===== src/rtl/genesis_bus_pkg.sv =====
// Shared types, constants and decode helper for the Genesis bus arbiter.
package genesis_bus_pkg;

  typedef enum logic [2:0] {
    S_IDLE,
    S_RAM_ACC,
    S_RAM_DATA,
    S_VDP_WAIT,
    S_ACK,
    S_RELEASE
  } bus_state_t;

  localparam logic [23:0] VDP_BASE_DEFAULT = 24'hC00000;
  localparam int unsigned VDP_WIN_SIZE     = 32;

  function automatic logic is_vdp(input logic [31:0] addr, input logic [31:0] base);
    return (addr >= base) && ((addr - base) < VDP_WIN_SIZE);
  endfunction

endpackage


===== src/rtl/genesis_bus_arbiter_rr.sv =====
// Request arbiter: round-robin from last_grant+1, or fixed lowest-index priority.
module bus_rr_arbiter #(
  parameter int unsigned N       = 2,
  parameter bit          RR_MODE = 1'b1,
  localparam int unsigned IDX_W  = (N > 1) ? $clog2(N) : 1
) (
  input  logic             clk,
  input  logic             rst,
  input  logic [N-1:0]     req,
  input  logic             update,
  output logic             any,
  output logic [IDX_W-1:0] gnt_idx
);

  logic [IDX_W-1:0] last_grant;

  always_comb begin
    int unsigned c;
    logic [IDX_W-1:0] ci;
    any     = 1'b0;
    gnt_idx = '0;
    c       = 0;
    ci      = '0;
    if (RR_MODE) begin
      for (int unsigned i = 1; i <= N; i++) begin
        c = 32'(last_grant) + i;
        if (c >= N) c = c - N;
        ci = IDX_W'(c);
        if (!any && req[ci]) begin
          any     = 1'b1;
          gnt_idx = ci;
        end
      end
    end else begin
      for (int unsigned i = 0; i < N; i++) begin
        ci = IDX_W'(i);
        if (!any && req[ci]) begin
          any     = 1'b1;
          gnt_idx = ci;
        end
      end
    end
  end

  always_ff @(posedge clk or posedge rst) begin
    if (rst)                last_grant <= IDX_W'(N - 1);
    else if (update && any) last_grant <= gnt_idx;
  end

endmodule


===== src/rtl/genesis_bus_arbiter.sv =====
// Multi-master arbiter and RAM/VDP target decoder with DTACK-style acknowledges.
module genesis_bus_arbiter
  import genesis_bus_pkg::*;
#(
  parameter int unsigned NUM_MASTERS = 2,
  parameter int unsigned ADDR_W      = 24,
  parameter int unsigned DATA_W      = 16,
  parameter int unsigned RAM_ADDR_W  = 12,
  parameter logic [31:0] VDP_BASE    = 32'(VDP_BASE_DEFAULT),
  parameter int unsigned ACK_HOLD    = 2,
  parameter int unsigned VDP_TIMEOUT = 255,
  parameter bit          RR_MODE     = 1'b1
) (
  input  logic                          clk,
  input  logic                          rst,
  input  logic [NUM_MASTERS-1:0]        m_req,
  input  logic [NUM_MASTERS-1:0]        m_we,
  input  logic [NUM_MASTERS*ADDR_W-1:0] m_addr,
  input  logic [NUM_MASTERS*DATA_W-1:0] m_wdata,
  input  logic [NUM_MASTERS*2-1:0]      m_be,
  output logic [NUM_MASTERS-1:0]        m_ack,
  output logic [NUM_MASTERS-1:0]        m_err,
  output logic [DATA_W-1:0]             m_rdata,
  output logic                          ram_en,
  output logic                          ram_we,
  output logic [RAM_ADDR_W-1:0]         ram_addr,
  output logic [DATA_W-1:0]             ram_wdata,
  input  logic [DATA_W-1:0]             ram_rdata,
  output logic                          vdp_sel,
  output logic                          vdp_rnw,
  output logic [4:0]                    vdp_a,
  output logic                          vdp_uds_n,
  output logic                          vdp_lds_n,
  output logic [DATA_W-1:0]             vdp_di,
  input  logic [DATA_W-1:0]             vdp_do,
  input  logic                          vdp_dtack_n,
  input  logic                          vdp_vbus_sel,
  output logic                          bus_busy
);

  localparam int unsigned IDX_W  = (NUM_MASTERS > 1) ? $clog2(NUM_MASTERS) : 1;
  localparam int unsigned TMO_W  = (VDP_TIMEOUT > 0) ? $clog2(VDP_TIMEOUT + 1) : 1;
  localparam int unsigned HOLD_W = (ACK_HOLD > 0) ? $clog2(ACK_HOLD + 1) : 1;
  localparam logic [TMO_W-1:0]  TMO_LAST  = TMO_W'((VDP_TIMEOUT > 0) ? VDP_TIMEOUT - 1 : 0);
  localparam logic [HOLD_W-1:0] HOLD_LAST = HOLD_W'(ACK_HOLD);

  bus_state_t             state, state_nxt;
  logic [IDX_W-1:0]       g, g_nxt, win;
  logic                   lat_we, lat_we_nxt;
  logic [TMO_W-1:0]       tmo, tmo_nxt;
  logic [HOLD_W-1:0]      hold, hold_nxt;
  logic                   req_any, grant;
  logic [NUM_MASTERS-1:0] g_onehot;

  logic                   sel_we;
  logic [ADDR_W-1:0]      sel_addr;
  logic [DATA_W-1:0]      sel_wdata;
  logic [1:0]             sel_be;

  logic [NUM_MASTERS-1:0] m_ack_nxt, m_err_nxt;
  logic [DATA_W-1:0]      m_rdata_nxt, ram_wdata_nxt, vdp_di_nxt;
  logic                   ram_en_nxt, ram_we_nxt;
  logic [RAM_ADDR_W-1:0]  ram_addr_nxt;
  logic                   vdp_sel_nxt, vdp_rnw_nxt, vdp_uds_n_nxt, vdp_lds_n_nxt;
  logic [4:0]             vdp_a_nxt;

  assign grant    = (state == S_IDLE) && !vdp_vbus_sel && req_any;
  assign g_onehot = NUM_MASTERS'(1) << g;
  assign bus_busy = (state != S_IDLE);

  bus_rr_arbiter #(
    .N       (NUM_MASTERS),
    .RR_MODE (RR_MODE)
  ) u_arb (
    .clk     (clk),
    .rst     (rst),
    .req     (m_req),
    .update  (grant),
    .any     (req_any),
    .gnt_idx (win)
  );

  always_comb begin
    sel_we    = 1'b0;
    sel_addr  = '0;
    sel_wdata = '0;
    sel_be    = '0;
    for (int unsigned i = 0; i < NUM_MASTERS; i++) begin
      if (win == IDX_W'(i)) begin
        sel_we    = m_we[i];
        sel_addr  = m_addr[i*ADDR_W +: ADDR_W];
        sel_wdata = m_wdata[i*DATA_W +: DATA_W];
        sel_be    = m_be[i*2 +: 2];
      end
    end
  end

  always_comb begin
    state_nxt     = state;
    g_nxt         = g;
    lat_we_nxt    = lat_we;
    tmo_nxt       = tmo;
    hold_nxt      = hold;
    m_ack_nxt     = m_ack;
    m_err_nxt     = m_err;
    m_rdata_nxt   = m_rdata;
    ram_en_nxt    = ram_en;
    ram_we_nxt    = ram_we;
    ram_addr_nxt  = ram_addr;
    ram_wdata_nxt = ram_wdata;
    vdp_sel_nxt   = vdp_sel;
    vdp_rnw_nxt   = vdp_rnw;
    vdp_a_nxt     = vdp_a;
    vdp_uds_n_nxt = vdp_uds_n;
    vdp_lds_n_nxt = vdp_lds_n;
    vdp_di_nxt    = vdp_di;
    unique case (state)
      S_IDLE: begin
        if (grant) begin
          g_nxt      = win;
          lat_we_nxt = sel_we;
          tmo_nxt    = '0;
          hold_nxt   = '0;
          if (is_vdp(32'(sel_addr), VDP_BASE)) begin
            vdp_sel_nxt   = 1'b1;
            vdp_rnw_nxt   = ~sel_we;
            vdp_a_nxt     = sel_addr[4:0];
            vdp_uds_n_nxt = ~sel_be[1];
            vdp_lds_n_nxt = ~sel_be[0];
            vdp_di_nxt    = sel_wdata;
            state_nxt     = S_VDP_WAIT;
          end else begin
            ram_en_nxt    = 1'b1;
            ram_we_nxt    = sel_we;
            ram_addr_nxt  = sel_addr[RAM_ADDR_W:1];
            ram_wdata_nxt = sel_wdata;
            state_nxt     = S_RAM_ACC;
          end
        end
      end
      S_RAM_ACC: begin
        ram_en_nxt = 1'b0;
        ram_we_nxt = 1'b0;
        if (lat_we) begin
          m_ack_nxt = g_onehot;
          state_nxt = S_ACK;
        end else begin
          state_nxt = S_RAM_DATA;
        end
      end
      S_RAM_DATA: begin
        m_rdata_nxt = ram_rdata;
        m_ack_nxt   = g_onehot;
        state_nxt   = S_ACK;
      end
      S_VDP_WAIT: begin
        if (!vdp_dtack_n) begin
          vdp_sel_nxt = 1'b0;
          if (!lat_we) m_rdata_nxt = vdp_do;
          m_ack_nxt   = g_onehot;
          state_nxt   = S_ACK;
        end else if (tmo == TMO_LAST) begin
          vdp_sel_nxt = 1'b0;
          m_rdata_nxt = '1;
          m_ack_nxt   = g_onehot;
          m_err_nxt   = g_onehot;
          state_nxt   = S_ACK;
        end else begin
          tmo_nxt = tmo + 1'b1;
        end
      end
      S_ACK: begin
        if (hold == HOLD_LAST) begin
          m_ack_nxt = '0;
          m_err_nxt = '0;
          state_nxt = S_RELEASE;
        end else begin
          hold_nxt = hold + 1'b1;
        end
      end
      S_RELEASE: begin
        if (!m_req[g]) state_nxt = S_IDLE;
      end
      default: state_nxt = S_IDLE;
    endcase
  end

  always_ff @(posedge clk or posedge rst) begin
    if (rst) begin
      state     <= S_IDLE;
      g         <= '0;
      lat_we    <= 1'b0;
      tmo       <= '0;
      hold      <= '0;
      m_ack     <= '0;
      m_err     <= '0;
      m_rdata   <= '0;
      ram_en    <= 1'b0;
      ram_we    <= 1'b0;
      ram_addr  <= '0;
      ram_wdata <= '0;
      vdp_sel   <= 1'b0;
      vdp_rnw   <= 1'b1;
      vdp_a     <= '0;
      vdp_uds_n <= 1'b1;
      vdp_lds_n <= 1'b1;
      vdp_di    <= '0;
    end else begin
      state     <= state_nxt;
      g         <= g_nxt;
      lat_we    <= lat_we_nxt;
      tmo       <= tmo_nxt;
      hold      <= hold_nxt;
      m_ack     <= m_ack_nxt;
      m_err     <= m_err_nxt;
      m_rdata   <= m_rdata_nxt;
      ram_en    <= ram_en_nxt;
      ram_we    <= ram_we_nxt;
      ram_addr  <= ram_addr_nxt;
      ram_wdata <= ram_wdata_nxt;
      vdp_sel   <= vdp_sel_nxt;
      vdp_rnw   <= vdp_rnw_nxt;
      vdp_a     <= vdp_a_nxt;
      vdp_uds_n <= vdp_uds_n_nxt;
      vdp_lds_n <= vdp_lds_n_nxt;
      vdp_di    <= vdp_di_nxt;
    end
  end

endmodule

===== config.mk =====
export PLATFORM = sky130hd
export DESIGN_NAME = genesis_bus_arbiter
export DESIGN_NICKNAME = d
export VERILOG_FILES = /design/src/rtl/genesis_bus_pkg.sv /design/src/rtl/genesis_bus_arbiter_rr.sv /design/src/rtl/genesis_bus_arbiter.sv
export SDC_FILE = /design/constraint.sdc
export NUM_CORES = 1
export LEC_CHECK = 0
export CORE_ASPECT_RATIO = 0.5
export CORE_MARGIN = 4
export CORE_UTILIZATION = 38
export DETAILED_ROUTE_END_ITERATION = 16
export PLACE_DENSITY = 0.77
export SYNTH_ARGS = -nofsm -noshare
export SYNTH_HDL_FRONTEND = slang
export SYNTH_SLANG_ARGS = --single-unit

===== constraint.sdc =====
create_clock -name clk -period 3.2 [get_ports clk]
set_input_delay 0.64 -clock clk [delete_from_list [all_inputs] [get_ports clk]]
set_output_delay 0.64 -clock clk [all_outputs]
set_load 0.03 [all_outputs]

==> run metrics, run 1 <==
status=completed; # setup viols final=0; worst-margin pin slew=600 ps; Net Sw Power=0.00198 W; WL/cell=16.1 microns; Remaining DRCs=0; Post-synth EDFFs=0; final wirelength=12900 microns; PD cells=769 nW/um^2; RSZ-0062 raised after global routing=false; Rows=27; top cells by area, synth=dfrtp_1 49%, mux2_2 9.9%, nand2_1 5.8%; Detailed Route Iter0 Violations=253; I/O pin total=200; largest net degree at the start of global routing=66; DPL Wire Length=9800 microns; Starting Density=0.397; Hold WS=485 ps; Data required, critical path=3470 ps; leakage=2.97 nW; sequential fraction of the synthesis area=0.513; synthesized instance count=446; clock root cell=clkbuf_16; Vias=4002; Post-CTS Hold Buffers=0; final hold violation count=0; ys async rst share=1.00; total die area=13600 sq um; GRT Total Usage=0.189; vias in the first global route=3999; DR pass1 iterations=4; Hold Path Cell Cnt=2; first-pass GRT wire length=20700 microns; htree depth=3; Worst Path Max Fanout=23; clk_skew=5.66 ps; latest clock arrival within the worst-skew pair=340 ps; Worst R2R Path Depth=4; Peak VDD IR=380 uV; worst hold path class=register to register; # Max-Cap Violations=0; cell accounting for the most synthesized area=dfrtp_1; FMAX=0.378 GHz; placed insts=786; Clock transition at path regs=60 ps; vias per cell=4.99; Antenna Nets Post-Route=0; Net Count, Synth=573; Sequential Power Share=0.330; final setup TNS=0 ps; core area=11200 sq um; GPL Wtd Cong=0.783; fin. max-slew vios=0; Max-slew headroom=0.599; Critical Path Start Type=primary input; Critical Path End Type=register; Yosys warnings=0; layout cells sized above 1=0.132; Sw Ratio=0.371; initial antenna violation count=0; clk buf depth=2; Die X=161 microns; Avg Cell Area, Syn=9.97 sq um; final worst-path cycle share=0.826; TritonCTS Sinks=91; Yosys top cell area share=0.489; Die Y=84.5 microns; post-cts resize count=0; top_reg_cell synth=dfrtp_1; cell area after synthesis=4450 sq um; diode count=0; P_int=0.00336 W; fin nets=765; Comb pwr share=0.453; final non-filler cell total=802; Setup Fix Bufs, Post-CTS=0; GRT Residual Overflow=0; area grow syn2layout=56.0%; TritonCTS clock tree=done; Worst Setup Path Type=primary input to register; WP data arrival=2910 ps; clock share of power=0.217; #FFs+latches synth=91; PortBufs=199; post-synthesis cell type count=48; total CTS buffers=9; minimum clock period after layout=2640 ps; Filler Cell Count=967
==> power groups by stage <==
| stage | sequential, W | combinational, W | clock [W] |
|---|---|---|---|
| after global routing | 0.00181 | 0.00256 | 0.00124 |
| after CTS | 0.00176 | 0.00244 | 0.00119 |
| after global placement | 0.00175 | 0.00240 | 0 |
| after floorplan | 0.00231 | 0.000870 | 0 |
| final | 0.00176 | 0.00242 | 0.00116 |
| after detailed placement | 0.00177 | 0.00243 | 0 |
==> Yosys cell counts, types with 8 or more instances <==
master / count
a21oi_1: 19
a21oi_2: 9
a31oi_1: 15
clkbuf_1: 15
dfrtp_1: 87
mux2_2: 39
mux2i_1: 11
nand2_1: 69
nand3_1: 8
nor2_1: 68
o21ai_0: 18
o31ai_1: 9
==> state kept, by name, indices dropped and copies added, names as in the netlist <==
| signal | count |
|---|---|
| state | 3 |
| ram_we | 1 |
| tmo | 8 |
| vdp_lds_n | 1 |
| ram_en | 1 |
| ram_wdata | 16 |
| g | 1 |
| vdp_di | 16 |
| ram_addr | 12 |
| vdp_a | 5 |
| m_rdata | 16 |
| lat_we | 1 |
| u_arb.last_grant | 1 |
| m_ack | 2 |
| vdp_uds_n | 1 |
| m_err | 2 |
| vdp_sel | 1 |
| vdp_rnw | 1 |
| hold | 2 |
==> final cells by class <==
class	count	area, sq um	share of cell area
timing repair buffer	210	2100	0.303
multi-input combinational	319	2000	0.288
tap	159	199	0.0287
clock inverter	4	72.6	0.0105
sequential	91	2280	0.329
clock buffer	12	256	0.0370
inverter	7	27.5	0.00397
==> routing by layer <==
layer | track usage | wire length, microns
met1 | 0.236 | 5330
met2 | 0.327 | 6590
met3 | 0.0461 | 727
met4 | 0.0611 | 235
met5 | 0 | 0
==> final timing paths <==
| kind | start | end | slack (ps) |
|---|---|---|---|
| setup / recovery | m_req[0] | vdp_uds_n$_DFFE_PP1P_ | 560 |
| hold / removal | u_arb.last_grant$_DFFE_PP1P_ | u_arb.last_grant$_DFFE_PP1P_ | 490 |
| setup reg to reg | state[2]$_DFFE_PP0P_ | ram_wdata[6]$_DFFE_PP0P_ | 840 |
| hold reg to reg | u_arb.last_grant$_DFFE_PP1P_ | u_arb.last_grant$_DFFE_PP1P_ | 490 |
| max in group asynchronous | rst | vdp_rnw$_DFFE_PP1P_ | 1840 |
| min in group asynchronous | rst | m_rdata[2]$_DFFE_PP0P_ | 630 |
==> placed cells by master, fill, tap and decap left out, drive strengths merged, types with 6 or more instances in the layout <==
cell type,instances
a21oi,28
mux2i,11
dfrtp,87
buf,11
inv,6
o31ai,9
clkbuf,12
nand3,8
mux2,39
nand2,69
nor2,69
clkdlybuf4s50,199
a31oi,15
nor4,7
o21ai,18
==> per-stage QoR <==
stage / setup WS (ps) / utilization / total power [W] / area, sq um
floorplan: 203 / - / 0.00318 / 4450
global placement: 246 / 0.589 / 0.00415 / 6610
detailed placement: 213 / 0.589 / 0.00421 / 6610
CTS: 571 / 0.619 / 0.00539 / 6940
global route: 446 / 0.619 / 0.00562 / 6940
finish: 557 / 0.619 / 0.00533 / 6940
==> critical path, cell delays in order <==
cell and delay, ps:
clkdlybuf4s50_1 600, a21bo_2 320, nand4b_1 310, a221oi_4 460
buf_12 220, mux2_2 340
==> kinds of logic after synthesis <==
logic type,synth area share
AND/OR/NAND/NOR,0.172
AO/OA/AOI/OAI,0.134
XOR/XNOR,0.00984
flip-flops,0.513
adder cells (fa/ha/maj),0.00844
buffers and inverters,0.0397
multiplexers,0.123
Power figures use the tool's default switching activity.
==> run 2, diff against run 1 <==
--- a/config.mk
+++ b/config.mk
@@ -7,9 +7,9 @@
 export LEC_CHECK = 0
 export CORE_ASPECT_RATIO = 0.5
 export CORE_MARGIN = 4
-export CORE_UTILIZATION = 38
+export CORE_UTILIZATION = 42
 export DETAILED_ROUTE_END_ITERATION = 16
-export PLACE_DENSITY = 0.77
+export PLACE_DENSITY = 0.81
 export SYNTH_ARGS = -nofsm -noshare
 export SYNTH_HDL_FRONTEND = slang
 export SYNTH_SLANG_ARGS = --single-unit
==> constraint.sdc (replaced) <==
create_clock -name clk -period 2.6 [get_ports clk]
set_input_delay 0.52 -clock clk [delete_from_list [all_inputs] [get_ports clk]]
set_output_delay 0.52 -clock clk [all_outputs]
set_load 0.03 [all_outputs]
==> run metrics, run 2 (same netlist as run 1, synthesis figures left out) <==
Data required, critical path=2830 ps; Vias=4074; fin. max-slew vios=0; vias per cell=5.12; final wirelength=13400 microns; critical-path cell list=clkdlybuf4s50_1 > nor4_1 > nand4_1 > a22oi_2 > buf_4 > o21ai_0 > o311ai_0; Worst Hold End=tmo[5]$_DFFE_PP0P_; post-cts resize count=0; R2R setup slack=480 ps; GPL Wtd Cong=0.789; Detailed Route Iter0 Violations=229; total CTS buffers=9; Die X=154 microns; Starting Density=0.433; first-pass GRT wire length=20800 microns; Worst path top cell family by delay=simple AND/OR/NAND/NOR gates; Setup Fix Bufs, Post-CTS=0; total die area=12400 sq um; htree depth=3; layout cells sized above 1=0.145; Rows=26; DR pass1 iterations=4; commonest cells after routing, fill and taps aside=199 x clkdlybuf4s50_1, 87 x dfrtp_1, 69 x nand2_1; TritonCTS clock tree=done; fin nets=777; hold path startpoint=tmo[5]$_DFFE_PP0P_; diode count=0; status=completed; I/O pin total=200; critical path's slowest cell=clkdlybuf4s50_1; Critical Path End Type=register; minimum clock period after layout=2360 ps; Max-slew headroom=0.614; vias in the first global route=4013; fin util=0.681; Filler Cell Count=785; Post-CTS Hold Buffers=0; area grow syn2layout=57.3%; largest net degree at the start of global routing=66; WL/cell=16.8 microns; Hold Path Cell Cnt=1; final worst-path cycle share=0.909; Top Registers=m_rdata x16, ram_wdata x16, vdp_di x16; multi-input logic area=2000 sq um; Worst Path Max Fanout=21; DP Worst Slack=-87.1 ps; clk buf depth=2; Clock transition at path regs=60 ps; clk_skew=4.01 ps; cell count along the critical path=7; initial antenna violation count=0; TritonCTS Sinks=91; CP bufs+invs=2; DPL Wire Length=10100 microns; Crit path largest cell delay=450 ps; FMAX=0.423 GHz; Die Y=80.8 microns; final worst slack=236 ps; RSZ-0062 raised after global routing=false; core area=10300 sq um; R2R Path End=ram_wdata[0]$_DFFE_PP0P_; leakage=3.03 nW; PD cells=936 nW/um^2; Hold WS=483 ps; latest clock arrival within the worst-skew pair=350 ps; GRT Residual Overflow=0; GRT Total Usage=0.213; Seq. cell area=2280 sq um; WP data arrival=2590 ps; Reg-to-Reg Start=state[2]$_DFFE_PP0P_; Antenna Nets Post-Route=0; clock root cell=clkbuf_16; Remaining DRCs=0; most common cell after layout, fill and taps aside=clkdlybuf4s50_1; Worst R2R Path Depth=4; # setup viols final=0; PortBufs=199; Peak VDD IR=432 uV; final hold violation count=0; worst hold path class=register to register; Worst Setup Path Type=primary input to register; worst-margin pin slew=573 ps; Critical Path Start Type=primary input; # Max-Cap Violations=0
run 2: changes by cell type in the layout (fill, tap and decap cells not counted), sizes merged:
cell and delta:
clkinv -2, bufinv -1, clkbuf +3, buf +12
run 2: worst max-delay path by stage:
stage	startpoint	to	slack, ps
5_1_grt	m_addr[7]	vdp_di[10]$_DFFE_PP0P_	130
4_1_cts	m_addr[29]	vdp_di[0]$_DFFE_PP0P_	270
3_3_place_gp	m_addr[7]	vdp_lds_n$_DFFE_PP1P_	-70
3_5_place_dp	m_addr[29]	vdp_di[0]$_DFFE_PP0P_	-90
6_report	m_addr[29]	ram_we$_DFFE_PP0P_	240
2_1_floorplan	state[2]$_DFFE_PP0P_	ram_wdata[0]$_DFFE_PP0P_	570
run 2: per-layer routing:
metal,vias to the layer above,share of wire,global-route usage
met5,-,0,0
met4,0,0.021,0.0714
met3,21,0.041,0.0516
met2,89,0.53,0.385
met1,1984,0.41,0.256
li1,1980,-,-
run 2: power by group:
group	switching, W	total [W]	leakage, nW	internal [W]
Sequential	0.000244	0.00211	1.16	0.00186
Combinational	0.00169	0.00310	1.72	0.00141
Clock	0.000515	0.00134	0.150	0.000825
Total	0.00245	0.00655	3.03	0.00410
run 2: stage by stage:
| step | power, W | cell area [sq um] | setup TNS [ps] | std cells |
|---|---|---|---|---|
| after detailed placement | 0.00523 | 6690 | -2740 | 779 |
| after global placement | 0.00517 | 6690 | -1210 | 779 |
| after CTS | 0.00661 | 7000 | 0 | 795 |
| final | 0.00655 | 7000 | 0 | 795 |
| after floorplan | 0.00391 | 4450 | 0 | 446 |
| after global routing | 0.00689 | 7000 | 0 | 795 |
run 2: area by class of cell:
type | count | share of cell area
sequential | 91 | 0.326
clock inverter | 1 | 0.00429
clock buffer | 15 | 0.0397
multi-input combinational | 319 | 0.286
inverter | 7 | 0.00429
timing repair buffer | 222 | 0.315
tap | 140 | 0.0250
==> run 3, diff against run 2 <==
--- a/config.mk
+++ b/config.mk
@@ -13,3 +13,4 @@
 export SYNTH_ARGS = -nofsm -noshare
 export SYNTH_HDL_FRONTEND = slang
 export SYNTH_SLANG_ARGS = --single-unit
+export TNS_END_PERCENT = 50
==> results of run 3 <==
Same layout as run 2: the final DEF is identical, and so are final timing and power.
==> variant (flow settings as in run 2) <==
`VDP_TIMEOUT`: 255 -> 510.
--- a/src/rtl/genesis_bus_arbiter.sv
+++ b/src/rtl/genesis_bus_arbiter.sv
@@ -8,7 +8,7 @@
   parameter int unsigned RAM_ADDR_W  = 12,
   parameter logic [31:0] VDP_BASE    = 32'(VDP_BASE_DEFAULT),
   parameter int unsigned ACK_HOLD    = 2,
-  parameter int unsigned VDP_TIMEOUT = 255,
+  parameter int unsigned VDP_TIMEOUT = 510,
   parameter bit          RR_MODE     = 1'b1
 ) (
   input  logic                          clk,
Behaviour: same outputs for any inputs over 4 cycles, from zero or initial values and one cycle with rst high; that may be too few to reach the edited logic, so the function may still have changed.
==> variant against run 2 <==
First-iteration DRC count fell by 1.3%. Critical path depth rose by 1. Routed wire length decreased by 2.7%. Die area down 2.3%. Setup slack worse by 0.085 ns. Total power fell by 1.6%. Via count rose by 1.5%. Area after synthesis fell by 2.5%. Utilization increased by 3.0 points. Design area is 0.88% lower. Sequential cell count is 1 higher. Largest power group unchanged.
==> variant: results (changes against run 2) <==
[finish]
insertedDiodeCount=0  ; unchanged
layout-drive-gt1-share_pct=12.2  ; -2.3 points
top_regs=m_rdata x16, ram_wdata x16, vdp_di x16
seq_area_mm2=0.00231  ; +1.1%
nets=778  ; +0.13%
n_fill_cell=762  ; -2.9%

[grt]
grt_pass1_vias=4239  ; +5.6%
grt_pass1_wl_um=20700  ; -0.89%
antenna_found_initial=0  ; unchanged
grt_start_max_net_pins=93  ; +41%
track_usage_pct=21.8  ; +0.47 points

[timing]
hold_viol=0  ; unchanged
worst_slack_ns=0.152  ; -0.0845 ns
slew_headroom_pct=47.0  ; -14 points
finClkSkew_ns=0.00256  ; -0.00145 ns

[placed_design]
hpwlAfterDp_um=10100  ; -0.58%
place.gp.congestion=0.894  ; +13%
place_area_mm2=0.00660  ; -1.3%
io_buffers=199  ; unchanged
dp_slack_ns=-0.104  ; -0.0173 ns

[clock_tree]
cts_buffers=9  ; unchanged
post_cts_buffers=0  ; unchanged
cts.clk_slew.worst_paths_ns=0.06  ; about the same
root_buffer=clkbuf_16
cts_max_path_buffers=2  ; unchanged
cts_resized=0  ; unchanged
htree_num_levels=3  ; unchanged
clock_latency_ns=0.34

[critical_path]
critPathMaxStageDelay_ns=0.44
endpoint=vdp_di[8]
path_max_fanout=20  ; -4.8%
cp-startpoint=state[2]
worstPathArrival_ns=2.71  ; +0.12 ns
slowest_stage=dfrtp_1
cp_top_family=simple AND/OR/NAND/NOR gates
rr_worst_depth=8  ; +4

[power_and_ir_drop]
p_leak_nw=3.02  ; -0.18%
ir_drop_mv=0.428  ; -0.99%

[route]
wl_per_cell_um=16.5  ; -2.2%
drcViolationCount=0  ; unchanged
drtIter0Drc=226  ; -1.3%
drt_pass1_iterations=5  ; +1
num_vias=4135  ; +1.5%

[logic_synthesis]
synth.area.top_cells=dfrtp_1 51%, nand2_1 8.2%, mux2_2 6.2%
synth_warnings=0  ; unchanged
synth_nets=568  ; -0.87%
synth.distinct_cells=45  ; -6.3%
yosys-top-cells-count=95 x nand2_1, 88 x dfrtp_1, 46 x o21ai_0, 39 x nor2_1, 24 x mux2_2
synth-seq-area-share_pct=53.2  ; +1.9 points
async_reset_ff_share_pct=100  ; unchanged

[run_status]
status=finished clean

[worst_hold_path]
hp-class=reg -> reg

-- variant: cell count changes after synthesis, moves of 4 or more --
cell and change:
nor2_1 -29, o21ai_0 +28, o31ai_1 -9, nand3_1 -4, mux2_2 -15, a21oi_1 -7, nand2_1 +26, o22ai_1 +14
a21oi_2 -9, buf_1 -4, a22o_1 -4
-- variant: where the power goes --
part	internal [mW]	total, mW	switching, mW
logic	1.27	2.88	1.61
registers	1.87	2.13	0.266
clock network	0.898	1.44	0.539
-- variant: worst reg2reg max path, cell delays in order, from the launching register on --
cell,delay [ns]
dfrtp_1,0.44
or3_4,0.43
or3_4,0.41
buf_4,0.22
a221oi_4,0.28
buf_4,0.24
buf_12,0.16
nor2_1,0.05
a31oi_1,0.13
-- variant: per-stage QoR --
step | power, mW | hold slack, ns | instances
after CTS | 6.50 | 0.484 | 791
after global placement | 4.97 | 0.462 | 775
after detailed placement | 5.04 | 0.470 | 775
after global routing | 6.81 | 0.505 | 791
after floorplan | 3.76 | 0.454 | 441
final | 6.45 | 0.480 | 791
-- variant: cells by family after synthesis --
group | after synthesis | share of synthesized area [%]
AND/OR/NAND/NOR | 168 | 17.0
AO/OA/AOI/OAI | 105 | 15.1
flip-flops | 92 | 53.2
multiplexers | 37 | 9.32
buffers and inverters | 30 | 3.35
XOR/XNOR | 6 | 1.21
adder cells (fa/ha/maj) | 3 | 0.866
-- variant: worst min path at each step --
stage,from,to,slack [ns],cells after the start
after CTS,m_rdata[12],m_rdata[12],0.48,2
after global routing,m_rdata[14],m_rdata[14],0.51,2
after detailed placement,m_rdata[12],m_rdata[12],0.47,2
after floorplan,hold[1],hold[1],0.45,2
after global placement,m_rdata[10],m_rdata[10],0.46,2
final,m_rdata[0],m_rdata[0],0.48,2
-- variant: per-layer routing --
metal	part of all wire [%]	GRT usage, %
met2	50	37.6
met5	0	0
met1	40	25.8
met3	6.3	6.30
met4	3.3	8.51
-- variant: cell type report --
cell class | count | area share, %
Tap cell | 135 | 2.44
Clock inverter | 5 | 1.19
Multi-Input combinational cell | 319 | 27.2
Inverter | 6 | 0.379
Clock buffer | 11 | 3.64
Sequential cell | 92 | 33.3
Timing Repair Buffer | 223 | 31.9
